<file path="src/rtl/alu_result_sel_if.sv">
// Handshake and data bundle between the ALU functional units,
// the request source and the result consumer of alu_result_sel.
interface alu_result_sel_if #(
    parameter int WIDTH  = 8,
    parameter int NUM_IN = 8,
    parameter int SEL_W  = 3
);
    logic                    op_valid;
    logic                    op_ready;
    logic [SEL_W-1:0]        op_sel;
    logic [NUM_IN*WIDTH-1:0] in_data;
    logic [NUM_IN-1:0]       in_done;
    logic                    out_valid;
    logic                    out_ready;
    logic [WIDTH-1:0]        out_data;
    logic [SEL_W-1:0]        out_sel;
    logic                    out_zero;
    logic                    out_err;
    logic                    busy;

    modport master (
        output op_valid, op_sel, in_data, in_done, out_ready,
        input  op_ready, out_valid, out_data, out_sel,
        input  out_zero, out_err, busy
    );

    modport slave (
        input  op_valid, op_sel, in_data, in_done, out_ready,
        output op_ready, out_valid, out_data, out_sel,
        output out_zero, out_err, busy
    );
endinterface

</file>
<file path="src/rtl/alu_result_sel.sv">
// Registered ALU result selector: accepts a unit select, waits for that
// unit's done strobe (or a timeout), then holds the result until consumed.
module alu_result_sel #(
    parameter int WIDTH   = 8,
    parameter int NUM_IN  = 8,
    parameter int SEL_W   = 3,
    parameter int TIMEOUT = 15
) (
    input logic clk,
    input logic rst,
    alu_result_sel_if.slave bus
);
    localparam int CW = $clog2(TIMEOUT + 1);

    typedef enum logic [1:0] {IDLE, WAIT, HOLD} state_e;

    state_e           state_q, state_d;
    logic [SEL_W-1:0] sel_q, sel_d;
    logic [SEL_W-1:0] osel_q, osel_d;
    logic [CW-1:0]    cnt_q, cnt_d, cnt_inc;
    logic [WIDTH-1:0] data_q, data_d, slice;
    logic             zero_q, zero_d;
    logic             err_q, err_d;
    logic             ready_q, valid_q, busy_q;
    logic             accept, illegal, done_sel, expired;

    assign accept  = bus.op_valid && (state_q == IDLE);
    assign illegal = int'(bus.op_sel) >= NUM_IN;
    assign cnt_inc = cnt_q + CW'(1);
    assign expired = (cnt_inc == CW'(TIMEOUT));

    // Only the latched channel is looked at; other strobes are ignored.
    always_comb begin
        slice    = '0;
        done_sel = 1'b0;
        for (int k = 0; k < NUM_IN; k++) begin
            if (sel_q == SEL_W'(k)) begin
                slice    = bus.in_data[k*WIDTH +: WIDTH];
                done_sel = bus.in_done[k];
            end
        end
    end

    always_ff @(posedge clk or posedge rst) begin
        if (rst) begin
            state_q <= IDLE;
            sel_q   <= '0;
            osel_q  <= '0;
            cnt_q   <= '0;
            data_q  <= '0;
            zero_q  <= 1'b0;
            err_q   <= 1'b0;
            ready_q <= 1'b1;
            valid_q <= 1'b0;
            busy_q  <= 1'b0;
        end else begin
            state_q <= state_d;
            sel_q   <= sel_d;
            osel_q  <= osel_d;
            cnt_q   <= cnt_d;
            data_q  <= data_d;
            zero_q  <= zero_d;
            err_q   <= err_d;
            ready_q <= (state_d == IDLE);
            valid_q <= (state_d == HOLD);
            busy_q  <= (state_d != IDLE);
        end
    end

    // Done has priority over an expiring counter in the same cycle.
    always_comb begin
        state_d = state_q;
        unique case (state_q)
            IDLE: if (accept) state_d = illegal ? HOLD : WAIT;
            WAIT: if (done_sel || expired) state_d = HOLD;
            HOLD: if (bus.out_ready) state_d = IDLE;
            default: state_d = IDLE;
        endcase
    end

    always_comb begin
        sel_d  = sel_q;
        osel_d = osel_q;
        cnt_d  = cnt_q;
        data_d = data_q;
        zero_d = zero_q;
        err_d  = err_q;
        unique case (state_q)
            IDLE: begin
                if (accept) begin
                    sel_d = bus.op_sel;
                    cnt_d = '0;
                    if (illegal) begin
                        osel_d = bus.op_sel;
                        data_d = '0;
                        zero_d = 1'b0;
                        err_d  = 1'b1;
                    end
                end
            end
            WAIT: begin
                if (done_sel) begin
                    osel_d = sel_q;
                    data_d = slice;
                    zero_d = (slice == '0);
                    err_d  = 1'b0;
                end else begin
                    cnt_d = cnt_inc;
                    if (expired) begin
                        osel_d = sel_q;
                        data_d = '0;
                        zero_d = 1'b0;
                        err_d  = 1'b1;
                    end
                end
            end
            default: ;
        endcase
    end

    assign bus.op_ready  = ready_q;
    assign bus.out_valid = valid_q;
    assign bus.out_data  = data_q;
    assign bus.out_sel   = osel_q;
    assign bus.out_zero  = zero_q;
    assign bus.out_err   = err_q;
    assign bus.busy      = busy_q;
endmodule

</file>
<file path="src/flat_wrapper.sv">
// flat-port wrapper written by rule: the top's interface ports become plain ports
module alu_result_sel_flat 
#(
    parameter int WIDTH   = 8,
    parameter int NUM_IN  = 8,
    parameter int SEL_W   = 3,
    parameter int TIMEOUT = 15
)
  (clk, rst, bus_op_valid, bus_op_sel, bus_in_data, bus_in_done, bus_out_ready, bus_op_ready, bus_out_valid, bus_out_data, bus_out_sel, bus_out_zero, bus_out_err, bus_busy);
  alu_result_sel_if #(.WIDTH(WIDTH), .NUM_IN(NUM_IN), .SEL_W(SEL_W)) bus_i ();
  input logic clk;
  input logic rst;
  input wire logic [$bits(bus_i.op_valid)-1:0] bus_op_valid;
  input wire logic [$bits(bus_i.op_sel)-1:0] bus_op_sel;
  input wire logic [$bits(bus_i.in_data)-1:0] bus_in_data;
  input wire logic [$bits(bus_i.in_done)-1:0] bus_in_done;
  input wire logic [$bits(bus_i.out_ready)-1:0] bus_out_ready;
  output wire logic [$bits(bus_i.op_ready)-1:0] bus_op_ready;
  output wire logic [$bits(bus_i.out_valid)-1:0] bus_out_valid;
  output wire logic [$bits(bus_i.out_data)-1:0] bus_out_data;
  output wire logic [$bits(bus_i.out_sel)-1:0] bus_out_sel;
  output wire logic [$bits(bus_i.out_zero)-1:0] bus_out_zero;
  output wire logic [$bits(bus_i.out_err)-1:0] bus_out_err;
  output wire logic [$bits(bus_i.busy)-1:0] bus_busy;
  assign bus_i.op_valid = bus_op_valid;
  assign bus_i.op_sel = bus_op_sel;
  assign bus_i.in_data = bus_in_data;
  assign bus_i.in_done = bus_in_done;
  assign bus_i.out_ready = bus_out_ready;
  assign bus_op_ready = bus_i.op_ready;
  assign bus_out_valid = bus_i.out_valid;
  assign bus_out_data = bus_i.out_data;
  assign bus_out_sel = bus_i.out_sel;
  assign bus_out_zero = bus_i.out_zero;
  assign bus_out_err = bus_i.out_err;
  assign bus_busy = bus_i.busy;
  alu_result_sel #(.WIDTH(WIDTH), .NUM_IN(NUM_IN), .SEL_W(SEL_W), .TIMEOUT(TIMEOUT)) u_core (.clk(clk), .rst(rst), .bus(bus_i));
endmodule
</file>
<file path="config.mk">
export PLATFORM = sky130hd
export DESIGN_NAME = alu_result_sel_flat
export DESIGN_NICKNAME = d
export VERILOG_FILES = /design/src/rtl/alu_result_sel_if.sv /design/src/rtl/alu_result_sel.sv /design/src/flat_wrapper.sv
export SDC_FILE = /design/constraint.sdc
export NUM_CORES = 1
export LEC_CHECK = 0
export CAP_MARGIN = 0
export CORE_MARGIN = 2
export CORE_UTILIZATION = 40
export CTS_BUF_LIST = sky130_fd_sc_hd__clkbuf_16
export DETAILED_ROUTE_END_ITERATION = 8
export GPL_TIMING_DRIVEN = 0
export PLACE_DENSITY = 0.81
export SLEW_MARGIN = 20
export SYNTH_ARGS = -nofsm -noshare
export SYNTH_HDL_FRONTEND = slang
export SYNTH_SLANG_ARGS = --single-unit
</file>
<file path="constraint.sdc">
create_clock -name clk -period 6.1 [get_ports clk]
set_input_delay 1.22 -clock clk [delete_from_list [all_inputs] [get_ports clk]]
set_output_delay 1.22 -clock clk [all_outputs]
set_load 0.01 [all_outputs]
</file>
==> results of run 1 <==
area by class of cell:
| class | count | area [um^2] | area share |
|---|---|---|---|
| multi-input combinational | 129 | 1120 | 0.382 |
| clock buffer | 3 | 75.1 | 0.0257 |
| sequential | 25 | 627 | 0.214 |
| buffer | 12 | 76.3 | 0.0261 |
| tap | 52 | 65.1 | 0.0222 |
| timing repair buffer | 94 | 941 | 0.322 |
| inverter | 5 | 18.8 | 0.00642 |
| clock inverter | 1 | 3.75 | 0.00128 |
worst paths after layout:
check	startpoint	to	slack (ns)	cells after the start
max in group asynchronous	rst	u_core.bus.out_data[0]	4.05	2
min	u_core.bus.out_data[3]	u_core.bus.out_data[3]	0.50	1
min in group asynchronous	rst	u_core.bus.out_valid	1.47	2
min reg2reg	u_core.bus.out_data[3]	u_core.bus.out_data[3]	0.50	1
max	bus_in_done[6]	u_core.bus.out_sel[1]	3.09	7
max reg2reg	u_core.sel_q[0]	u_core.bus.out_sel[1]	3.91	7
flip-flops by register name (all words and copies together), names as in the netlist:
register	count
u_core.state_q	2
u_core.bus.out_zero	1
u_core.sel_q	3
u_core.bus.op_ready	1
u_core.bus.busy	1
u_core.bus.out_err	1
u_core.bus.out_data	8
u_core.cnt_q	4
u_core.bus.out_valid	1
u_core.bus.out_sel	3
power groups by stage:
stage	sequential (mW)	clock [mW]	combinational, mW
2_1_floorplan	0.300	0	0.542
3_3_place_gp	0.288	0	0.814
3_5_place_dp	0.287	0	0.835
4_1_cts	0.286	0.146	0.839
5_1_grt	0.296	0.155	0.908
6_report	0.287	0.142	0.835
metrics by stage:
stage / power, mW / util / worst slack [ns] / instance area [um^2]
6_report: 1.26 / 0.667 / 3.09 / 2930
5_1_grt: 1.36 / 0.667 / 3.03 / 2930
4_1_cts: 1.27 / 0.667 / 3.09 / 2930
3_5_place_dp: 1.12 / 0.649 / 2.83 / 2850
3_3_place_gp: 1.10 / 0.649 / 2.85 / 2850
2_1_floorplan: 0.841 / - / 3.38 / 1840
critical path, delay by kind of cell:
kind	cells	cell delay [ns]
multiplexers	2	0.81
buffers and inverters	1	0.41
AND/OR/NAND/NOR	2	0.35
AO/OA/AOI/OAI	2	0.35
per-layer routing:
metal  GRT usage  vias to the layer above  part of all wire
li1            -                      856                 -
met1       0.284                      874              0.39
met5           0                        -                 0
met3      0.0408                        8             0.080
met2       0.410                       95              0.51
met4      0.0440                        0             0.016
synthesized netlist by cell type, types with 2 or more instances:
| cell type | number | area share |
|---|---|---|
| sky130_fd_sc_hd__a32oi_1 | 2 | 0.0095 |
| sky130_fd_sc_hd__nor2b_1 | 5 | 0.017 |
| sky130_fd_sc_hd__dfrtp_1 | 24 | 0.33 |
| sky130_fd_sc_hd__o2bb2ai_1 | 4 | 0.019 |
| sky130_fd_sc_hd__a2111oi_0 | 3 | 0.014 |
| sky130_fd_sc_hd__and2_1 | 2 | 0.0068 |
| sky130_fd_sc_hd__buf_6 | 3 | 0.018 |
| sky130_fd_sc_hd__a22o_1 | 8 | 0.038 |
| sky130_fd_sc_hd__buf_2 | 4 | 0.011 |
| sky130_fd_sc_hd__nand2b_1 | 4 | 0.014 |
| sky130_fd_sc_hd__a32o_1 | 5 | 0.027 |
| sky130_fd_sc_hd__ha_1 | 2 | 0.014 |
| sky130_fd_sc_hd__inv_1 | 5 | 0.010 |
| sky130_fd_sc_hd__a21boi_0 | 4 | 0.016 |
| sky130_fd_sc_hd__a21o_1 | 2 | 0.0082 |
| sky130_fd_sc_hd__clkbuf_1 | 4 | 0.0082 |
| sky130_fd_sc_hd__mux2i_1 | 10 | 0.054 |
| sky130_fd_sc_hd__nand2_1 | 12 | 0.024 |
| sky130_fd_sc_hd__o21ai_0 | 8 | 0.022 |
| sky130_fd_sc_hd__a21oi_1 | 8 | 0.022 |
| sky130_fd_sc_hd__nor2_1 | 10 | 0.020 |
| sky130_fd_sc_hd__a2bb2oi_1 | 2 | 0.0095 |
| sky130_fd_sc_hd__nand3_1 | 3 | 0.0082 |
| sky130_fd_sc_hd__mux4_2 | 11 | 0.13 |
| sky130_fd_sc_hd__nand2b_4 | 2 | 0.015 |
| sky130_fd_sc_hd__mux2_2 | 6 | 0.037 |
logic make-up after synthesis:
group	count (synthesis)	share of synthesized area
muxes	27	0.226
DFF	25	0.341
buffers and inverters	17	0.0517
AOI/OAI and AO/OA	54	0.229
adders and majority gates	2	0.0136
and+or+nand+nor	46	0.139
==> flow_summary.json, run 1 <==
{
  "status": "complete, no violations",
  "fillerInstances": 353,
  "timing.final.crit_share": 0.493,
  "synth.distinct_cells": 44,
  "totalWireLength_um": 5590,
  "netlist_area_mm2": 0.00184,
  "max_freq_mhz": 333,
  "placedCellCount": 317,
  "grt_start_max_net_pins": 26,
  "htreeDepth": 1,
  "switching_power_uw": 510,
  "gr-usage-all-layers": 0.227,
  "post_layout_nonfiller_instances": 321,
  "netlist_instances": 171,
  "cap_viol_max_count": 0,
  "cts_hold_repair.buffers": 0,
  "pwr_density_cell_mw_per_mm2": 432,
  "gr-total-overflow": 0,
  "die_span_x_um": 71.8,
  "port_buffers": 94,
  "asyncSetResetFlopFracSynth": 1.00,
  "post_cts_resized": 0,
  "avgSynthCellArea_um2": 10.8,
  "timing.critical_path.from_type": "input pin",
  "max-slew-margin-rel": 0.375,
  "clock_tree.root_cell": "sky130_fd_sc_hd__clkbuf_16",
  "clk-insertion-delay-late_ns": 0.26,
  "power_frac_comb": 0.661,
  "rsz0062_at_grt": "false",
  "layout.cells.most_common": "sky130_fd_sc_hd__clkdlybuf4s50_1",
  "synth-edff-count": 0,
  "antenna_cells_inserted": 0,
  "sequentialPowerShare": 0.227,
  "drt_pre_antenna_iters": 4,
  "core_region_area_mm2": 0.00438,
  "setup.worst_path.end_class": "register",
  "detail_route.drc_violations": 0,
  "worstPathMaxFanout": 9,
  "place_congestion": 0.830,
  "postSynthRegisterBits": 25,
  "cts_tree": "done",
  "vias": 1833,
  "syn_to_layout_area_delta_pct": 58.9,
  "drt_first_iter_violations": 103,
  "antenna_violations_before_repair": 0,
  "hpwlAfterDp_um": 4420,
  "power.share.clock": 0.113,
  "synth_flop_cell": "sky130_fd_sc_hd__dfrtp_1",
  "clock-skew-final_ns": 0.00248,
  "floorplan.rows": 24,
  "clock_sink_count": 25,
  "die_y_um": 71.8,
  "initial_utilization": 0.420,
  "max_slew.worst_pin.slew_ns": 0.936,
  "critPathSlowestCell": "sky130_fd_sc_hd__mux4_2",
  "syn_nets": 252,
  "timing.final.setup_violations": 0,
  "layout-drive-gt1-share": 0.138,
  "most_frequent_cells_in_the_layout": "sky130_fd_sc_hd__clkdlybuf4s50_1 (94), sky130_fd_sc_hd__dfrtp_1 (24), sky130_fd_sc_hd__nand2_1 (12)",
  "totalNegativeSetupSlack_ns": 0,
  "via_count_of_the_first_global_routing_pass": 1952,
  "clockBufferDepth": 2,
  "worst_setup_hold_path_clk_slew_ns": 0.06,
  "via_per_inst": 5.71,
  "internal-power_uw": 754,
  "max-vdd-ir-drop_mv": 0.242,
  "path_class": "input pin to register",
  "crit_path_max_incr_delay_ns": 0.47,
  "required_time_of_the_critical_path_ns": 6.24,
  "cp.arrival_ns": 3.15,
  "io-pin-count": 95,
  "synth-warning-count": 0,
  "route.detailed.wl_per_inst_um": 17.4,
  "post-cts-setup-buffer-count": 0,
  "total_clock_buffers_created_by_cts": 3,
  "worst_hold_path_type": "register to register",
  "grt_first_pass_wirelength_um": 9160,
  "leakagePower_nw": 1.19,
  "worst_path_most_repeated_cell": "sky130_fd_sc_hd__nand2b_4",
  "p_sw_frac": 0.403,
  "die_area_mm2": 0.00516,
  "timing_max_transition_violations_final": 0,
  "final_report_hold_violation_count": 0,
  "detail-route-antenna-nets": 0,
  "cp_cell_sequence": "clkdlybuf4s50_1 -> mux4_2 -> nand2b_4 -> o21ai_4 -> a21boi_2 -> nand2b_4 -> mux2_2",
  "fin_crit_ns": 3.01,
  "nNetsFinal": 351,
  "fin_worst_hold_slack_ns": 0.498,
  "ys_seq_area_frac": 0.341
}
Power figures use the tool's default switching activity.
==> inputs of run 2 (changes only) <==
--- a/config.mk
+++ b/config.mk
@@ -7,11 +7,11 @@
 export LEC_CHECK = 0
 export CAP_MARGIN = 0
 export CORE_MARGIN = 2
-export CORE_UTILIZATION = 40
+export CORE_UTILIZATION = 36
 export CTS_BUF_LIST = sky130_fd_sc_hd__clkbuf_16
 export DETAILED_ROUTE_END_ITERATION = 8
 export GPL_TIMING_DRIVEN = 0
-export PLACE_DENSITY = 0.81
+export PLACE_DENSITY = 0.77
 export SLEW_MARGIN = 20
 export SYNTH_ARGS = -nofsm -noshare
 export SYNTH_HDL_FRONTEND = slang
==> constraint.sdc (replaced) <==
create_clock -name clk -period 2.6 [get_ports clk]
set_input_delay 0.52 -clock clk [delete_from_list [all_inputs] [get_ports clk]]
set_output_delay 0.52 -clock clk [all_outputs]
set_load 0.01 [all_outputs]
==> flow_summary.json, run 2 (same netlist as run 1, synthesis figures left out) <==
{
  "layout.cells.most_common": "sky130_fd_sc_hd__clkdlybuf4s50_1",
  "max_slew.worst_pin.slew_ns": 0.936,
  "min_path_cells": 2,
  "die_y_um": 75.5,
  "placedCellCount": 335,
  "timing.critical_path.from_type": "input pin",
  "syn_to_layout_area_delta_pct": 60.4,
  "port_buffers": 94,
  "gr-total-overflow": 0,
  "core_region_area_mm2": 0.00501,
  "grt_first_pass_wirelength_um": 8460,
  "path_class": "input pin to register",
  "die_area_mm2": 0.00570,
  "leakagePower_nw": 1.18,
  "timing.final.setup_violations": 0,
  "grt_start_max_net_pins": 26,
  "post_cts_resized": 0,
  "total_clock_buffers_created_by_cts": 3,
  "crit-reg2reg-launch": "u_core.sel_q[1]",
  "required_time_of_the_critical_path_ns": 2.75,
  "antenna_cells_inserted": 0,
  "max_freq_mhz": 440,
  "drt_first_iter_violations": 73,
  "initial_utilization": 0.367,
  "final_report_hold_violation_count": 0,
  "timing_max_transition_violations_final": 0,
  "grt_most_used_layer": "met2",
  "clk-insertion-delay-late_ns": 0.26,
  "rr_endpoint": "u_core.bus.out_zero",
  "hold_path_end": "u_core.bus.out_err",
  "gr-usage-all-layers": 0.197,
  "largest_reg_flops": 8,
  "detail_route.drc_violations": 0,
  "cts_tree": "done",
  "rsz0062_at_grt": "false",
  "clock_sink_count": 25,
  "setup.worst_path.end_class": "register",
  "cap_viol_max_count": 0,
  "place_congestion": 0.859,
  "route.detailed.wl_per_inst_um": 15.6,
  "cp.arrival_ns": 2.42,
  "vias": 1800,
  "nNetsFinal": 351,
  "antenna_violations_before_repair": 0,
  "detail-route-antenna-nets": 0,
  "htreeDepth": 1,
  "max-vdd-ir-drop_mv": 0.325,
  "hp-start": "u_core.bus.out_err",
  "post-cts-setup-buffer-count": 0,
  "clockBufferDepth": 2,
  "status": "complete, no violations",
  "floorplan.rows": 26,
  "pwr_density_cell_mw_per_mm2": 1000,
  "cts_hold_repair.buffers": 0,
  "via_count_of_the_first_global_routing_pass": 1827,
  "hpwlAfterDp_um": 4270,
  "worst_setup_hold_path_clk_slew_ns": 0.07,
  "fin_crit_ns": 2.27,
  "die_span_x_um": 75.5,
  "clock-skew-final_ns": 0.00298,
  "worst-r2r-cell-count": 7,
  "met2_usage": 0.360,
  "globalRouteMet1Util": 0.232,
  "most_frequent_cells_in_the_layout": "sky130_fd_sc_hd__clkdlybuf4s50_1 (94), sky130_fd_sc_hd__dfrtp_1 (24), sky130_fd_sc_hd__nand2_1 (12)",
  "fillerInstances": 441,
  "totalNegativeSetupSlack_ns": 0,
  "max-slew-margin-rel": 0.375,
  "r2r_setup_slack_ns": 0.39,
  "clock_tree.root_cell": "sky130_fd_sc_hd__clkbuf_16",
  "worst_hold_path_type": "register to register",
  "layout-drive-gt1-share": 0.141,
  "gr-usage-met3": 0.0397,
  "post_layout_nonfiller_instances": 339,
  "io-pin-count": 95,
  "via_per_inst": 5.31,
  "drt_pre_antenna_iters": 4,
  "timing.final.crit_share": 0.874,
  "totalWireLength_um": 5310,
  "worstPathMaxFanout": 9
}
[run 2: worst max path at each step]
stage                     from                     to  slack [ns]  cells after the start
2_1_floorplan   bus_in_done[7]  u_core.bus.out_sel[0]        0.58                      6
3_3_place_gp    bus_in_done[7]  u_core.bus.out_sel[0]        0.07                      7
3_5_place_dp    bus_in_done[7]  u_core.bus.out_sel[2]        0.06                      7
4_1_cts         bus_in_done[7]  u_core.bus.out_sel[2]        0.30                      7
5_1_grt        u_core.sel_q[1]    u_core.bus.out_zero        0.23                      7
6_report        bus_in_done[7]  u_core.bus.out_sel[2]        0.33                      7
[run 2: cell type report]
| cell class | count | area [um^2] | area share |
|---|---|---|---|
| repair buffers | 94 | 941 | 0.319 |
| clock buffers | 3 | 75.1 | 0.0254 |
| inverters | 5 | 18.8 | 0.00636 |
| multi-input cells | 129 | 1120 | 0.379 |
| flip-flops and latches | 25 | 627 | 0.212 |
| plain buffers | 12 | 76.3 | 0.0259 |
| well taps | 70 | 87.6 | 0.0297 |
| clock inverters | 1 | 7.51 | 0.00254 |
[run 2: metal layers]
| metal | share of wire | up-vias |
|---|---|---|
| met3 | 0.073 | 12 |
| met1 | 0.39 | 855 |
| met5 | 0 | - |
| met2 | 0.51 | 77 |
| met4 | 0.019 | 0 |
| li1 | - | 856 |
[run 2: critical path: stages]
cell                              delay [ns]
sky130_fd_sc_hd__clkdlybuf4s50_1        0.40
sky130_fd_sc_hd__mux4_2                 0.47
sky130_fd_sc_hd__nand2b_4               0.17
sky130_fd_sc_hd__o21ai_4                0.11
sky130_fd_sc_hd__a21boi_2               0.24
sky130_fd_sc_hd__nand2b_4               0.18
sky130_fd_sc_hd__mux2_2                 0.33
[run 2: power breakdown]
| part | switching (mW) | leakage (nW) | internal [mW] |
|---|---|---|---|
| Combinational | 0.925 | 0.830 | 1.00 |
| Sequential | 0.110 | 0.315 | 0.561 |
| Clock | 0.144 | 0.0371 | 0.209 |
| Total | 1.18 | 1.18 | 1.77 |
[run 2: per-stage QoR]
step | hold WS, ns | total power, mW | instance area (um^2) | util | worst slack (ns)
6_report | 0.502 | 2.95 | 2950 | 0.589 | 0.327
2_1_floorplan | 0.511 | 1.97 | 1840 | - | 0.581
4_1_cts | 0.510 | 2.96 | 2950 | 0.589 | 0.301
3_3_place_gp | 0.482 | 2.57 | 2870 | 0.573 | 0.0689
3_5_place_dp | 0.491 | 2.61 | 2870 | 0.573 | 0.0556
5_1_grt | 0.534 | 3.15 | 2950 | 0.589 | 0.234
==> inputs of run 3 (changes only) <==
--- a/config.mk
+++ b/config.mk
@@ -5,7 +5,7 @@
 export SDC_FILE = /design/constraint.sdc
 export NUM_CORES = 1
 export LEC_CHECK = 0
-export CAP_MARGIN = 0
+export CAP_MARGIN = 20
 export CORE_MARGIN = 2
 export CORE_UTILIZATION = 36
 export CTS_BUF_LIST = sky130_fd_sc_hd__clkbuf_16
==> constraint.sdc (replaced) <==
create_clock -name clk -period 1.9 [get_ports clk]
set_input_delay 0.38 -clock clk [delete_from_list [all_inputs] [get_ports clk]]
set_output_delay 0.38 -clock clk [all_outputs]
set_load 0.01 [all_outputs]
==> flow_summary.json, run 3 (same netlist as run 1, synthesis figures left out) <==
{
  "worst_hold_path_type": "register to register",
  "critPathSlowestCell": "sky130_fd_sc_hd__mux4_2",
  "r2r_setup_slack_ns": -0.12,
  "timing.critical_path.from_type": "register",
  "fin_worst_hold_slack_ns": 0.501,
  "detail_route.drc_violations": 0,
  "worst_setup_hold_path_clk_slew_ns": 0.06,
  "gr-usage-all-layers": 0.191,
  "nNetsFinal": 360,
  "cp_cell_sequence": "buf_6 -> mux4_2 -> nand2b_4 -> o21ai_4 -> a21boi_2 -> nand2b_4 -> mux2_4",
  "max-slew-margin-rel": 0.397,
  "crit_path_max_incr_delay_ns": 0.49,
  "via_count_of_the_first_global_routing_pass": 1690,
  "drt_pre_antenna_iters": 5,
  "detail-route-antenna-nets": 0,
  "final_core_utilization": 0.618,
  "port_buffers": 94,
  "clock-skew-final_ns": 0.00585,
  "drt_first_iter_violations": 102,
  "floorplan.rows": 26,
  "clock_sink_count": 25,
  "worstPathMaxFanout": 8,
  "vias": 1833,
  "syn_to_layout_area_delta_pct": 68.1,
  "core_region_area_mm2": 0.00501,
  "antenna_cells_inserted": 0,
  "layout.cells.most_common": "sky130_fd_sc_hd__clkdlybuf4s50_1",
  "fin_crit_ns": 2.02,
  "max_freq_mhz": 495,
  "grt_start_max_net_pins": 26,
  "cts_tree": "done",
  "total_clock_buffers_created_by_cts": 3,
  "total_power_mw": 4.45,
  "die_area_mm2": 0.00570,
  "totalWireLength_um": 5440,
  "gr-total-overflow": 0,
  "htreeDepth": 1,
  "post_layout_nonfiller_instances": 348,
  "die_span_x_um": 75.5,
  "most_frequent_cells_in_the_layout": "sky130_fd_sc_hd__clkdlybuf4s50_1 (90), sky130_fd_sc_hd__dfrtp_1 (23), sky130_fd_sc_hd__buf_4 (13)",
  "initial_utilization": 0.367,
  "grt_first_pass_wirelength_um": 8270,
  "pwr_density_cell_mw_per_mm2": 1440,
  "timing_max_transition_violations_final": 0,
  "die_y_um": 75.5,
  "timing.final.setup_violations": 15,
  "rsz0062_at_grt": "true",
  "via_per_inst": 5.27,
  "final_report_hold_violation_count": 0,
  "antenna_violations_before_repair": 0,
  "violations_in_the_final_reports": "setup timing",
  "layout-drive-gt1-share": 0.216,
  "route.detailed.wl_per_inst_um": 15.6,
  "placedCellCount": 335,
  "io-pin-count": 95,
  "hpwlAfterDp_um": 4300,
  "path_class": "register to register",
  "clk-insertion-delay-late_ns": 0.26,
  "status": "complete, but fails checks",
  "place_congestion": 0.790,
  "required_time_of_the_critical_path_ns": 2.04,
  "leakagePower_nw": 1.26,
  "max_slew.worst_pin.slew_ns": 0.903,
  "worst_path_most_repeated_cell": "sky130_fd_sc_hd__nand2b_4",
  "max-vdd-ir-drop_mv": 0.618,
  "final.setup.worst_slack_ns": -0.122,
  "setup.worst_path.end_class": "register",
  "clockBufferDepth": 2,
  "largest_reg_flops": 8,
  "cap_viol_max_count": 0,
  "timing.final.crit_share": 1.06,
  "clock_tree.root_cell": "sky130_fd_sc_hd__clkbuf_16",
  "cp.arrival_ns": 2.16
}
[run 3: cell types whose count changed in the layout (fill, tap and decap cells not counted), sizes merged]
cell,previous run,this run
clkdlybuf4s50,94,90
clkinvlp,1,0
inv,5,6
buf,8,17
dlygate4sd2,0,4
[run 3: what timing repair did]
item                       CTS  global route
hold buffers                 0             0
pin swaps                    3             2
setup endpoints to repair   16            17
resized for setup           15            11
hold endpoints to repair     0             0
buffers inserted             7             2
[run 3: critical path, delay by kind of cell, from the launching register on]
family / cells / cell delay, ns
AO/OA/AOI/OAI: 2 / 0.28
buffers and inverters: 1 / 0.13
flip-flops: 1 / 0.34
multiplexers: 2 / 0.80
AND/OR/NAND/NOR: 2 / 0.35
[run 3: path summary, 6_finish.rpt]
path | from | endpoint | cells after the start
setup reg to reg | u_core.sel_q[0] | u_core.bus.out_sel[0] | 7
min in group asynchronous | rst | u_core.bus.out_data[2] | 2
hold reg to reg | u_core.bus.out_data[4] | u_core.bus.out_data[4] | 1
max in group asynchronous | rst | u_core.sel_q[1] | 2
setup / recovery | u_core.sel_q[0] | u_core.bus.out_sel[0] | 7
hold / removal | u_core.bus.out_data[4] | u_core.bus.out_data[4] | 1
[run 3: cell type report]
type | instances | area [um^2]
well taps | 70 | 87.6
clock inverters | 1 | 3.75
flip-flops and latches | 25 | 628
plain buffers | 12 | 88.8
multi-input cells | 129 | 1190
inverters | 5 | 18.8
clock buffers | 3 | 75.1
repair buffers | 103 | 1000
fillers | 446 | 1920
[run 3: through the flow]
step	cell area, um^2	TNS [ns]	setup slack [ns]
4_1_cts	3040	-0.763	-0.115
6_report	3090	-0.894	-0.122
3_3_place_gp	2880	-6.01	-0.460
5_1_grt	3090	-2.24	-0.191
3_5_place_dp	2880	-6.87	-0.497
2_1_floorplan	1850	-0.299	-0.0781
[run 3: where the power goes]
part	internal [mW]	switching, mW	total [mW]	leakage (nW)
clock	0.281	0.171	0.452	0.0423
combinational	1.66	1.41	3.07	0.907
sequential	0.771	0.153	0.924	0.314
[run 3: metal layers]
layer  global-route usage  vias up  routed length, um
li1                     -      874                  -
met1                0.266      898               2330
met2                0.309       57               2780
met3               0.0291        4                280
met4               0.0565        0                 53
met5                    0        -                  0
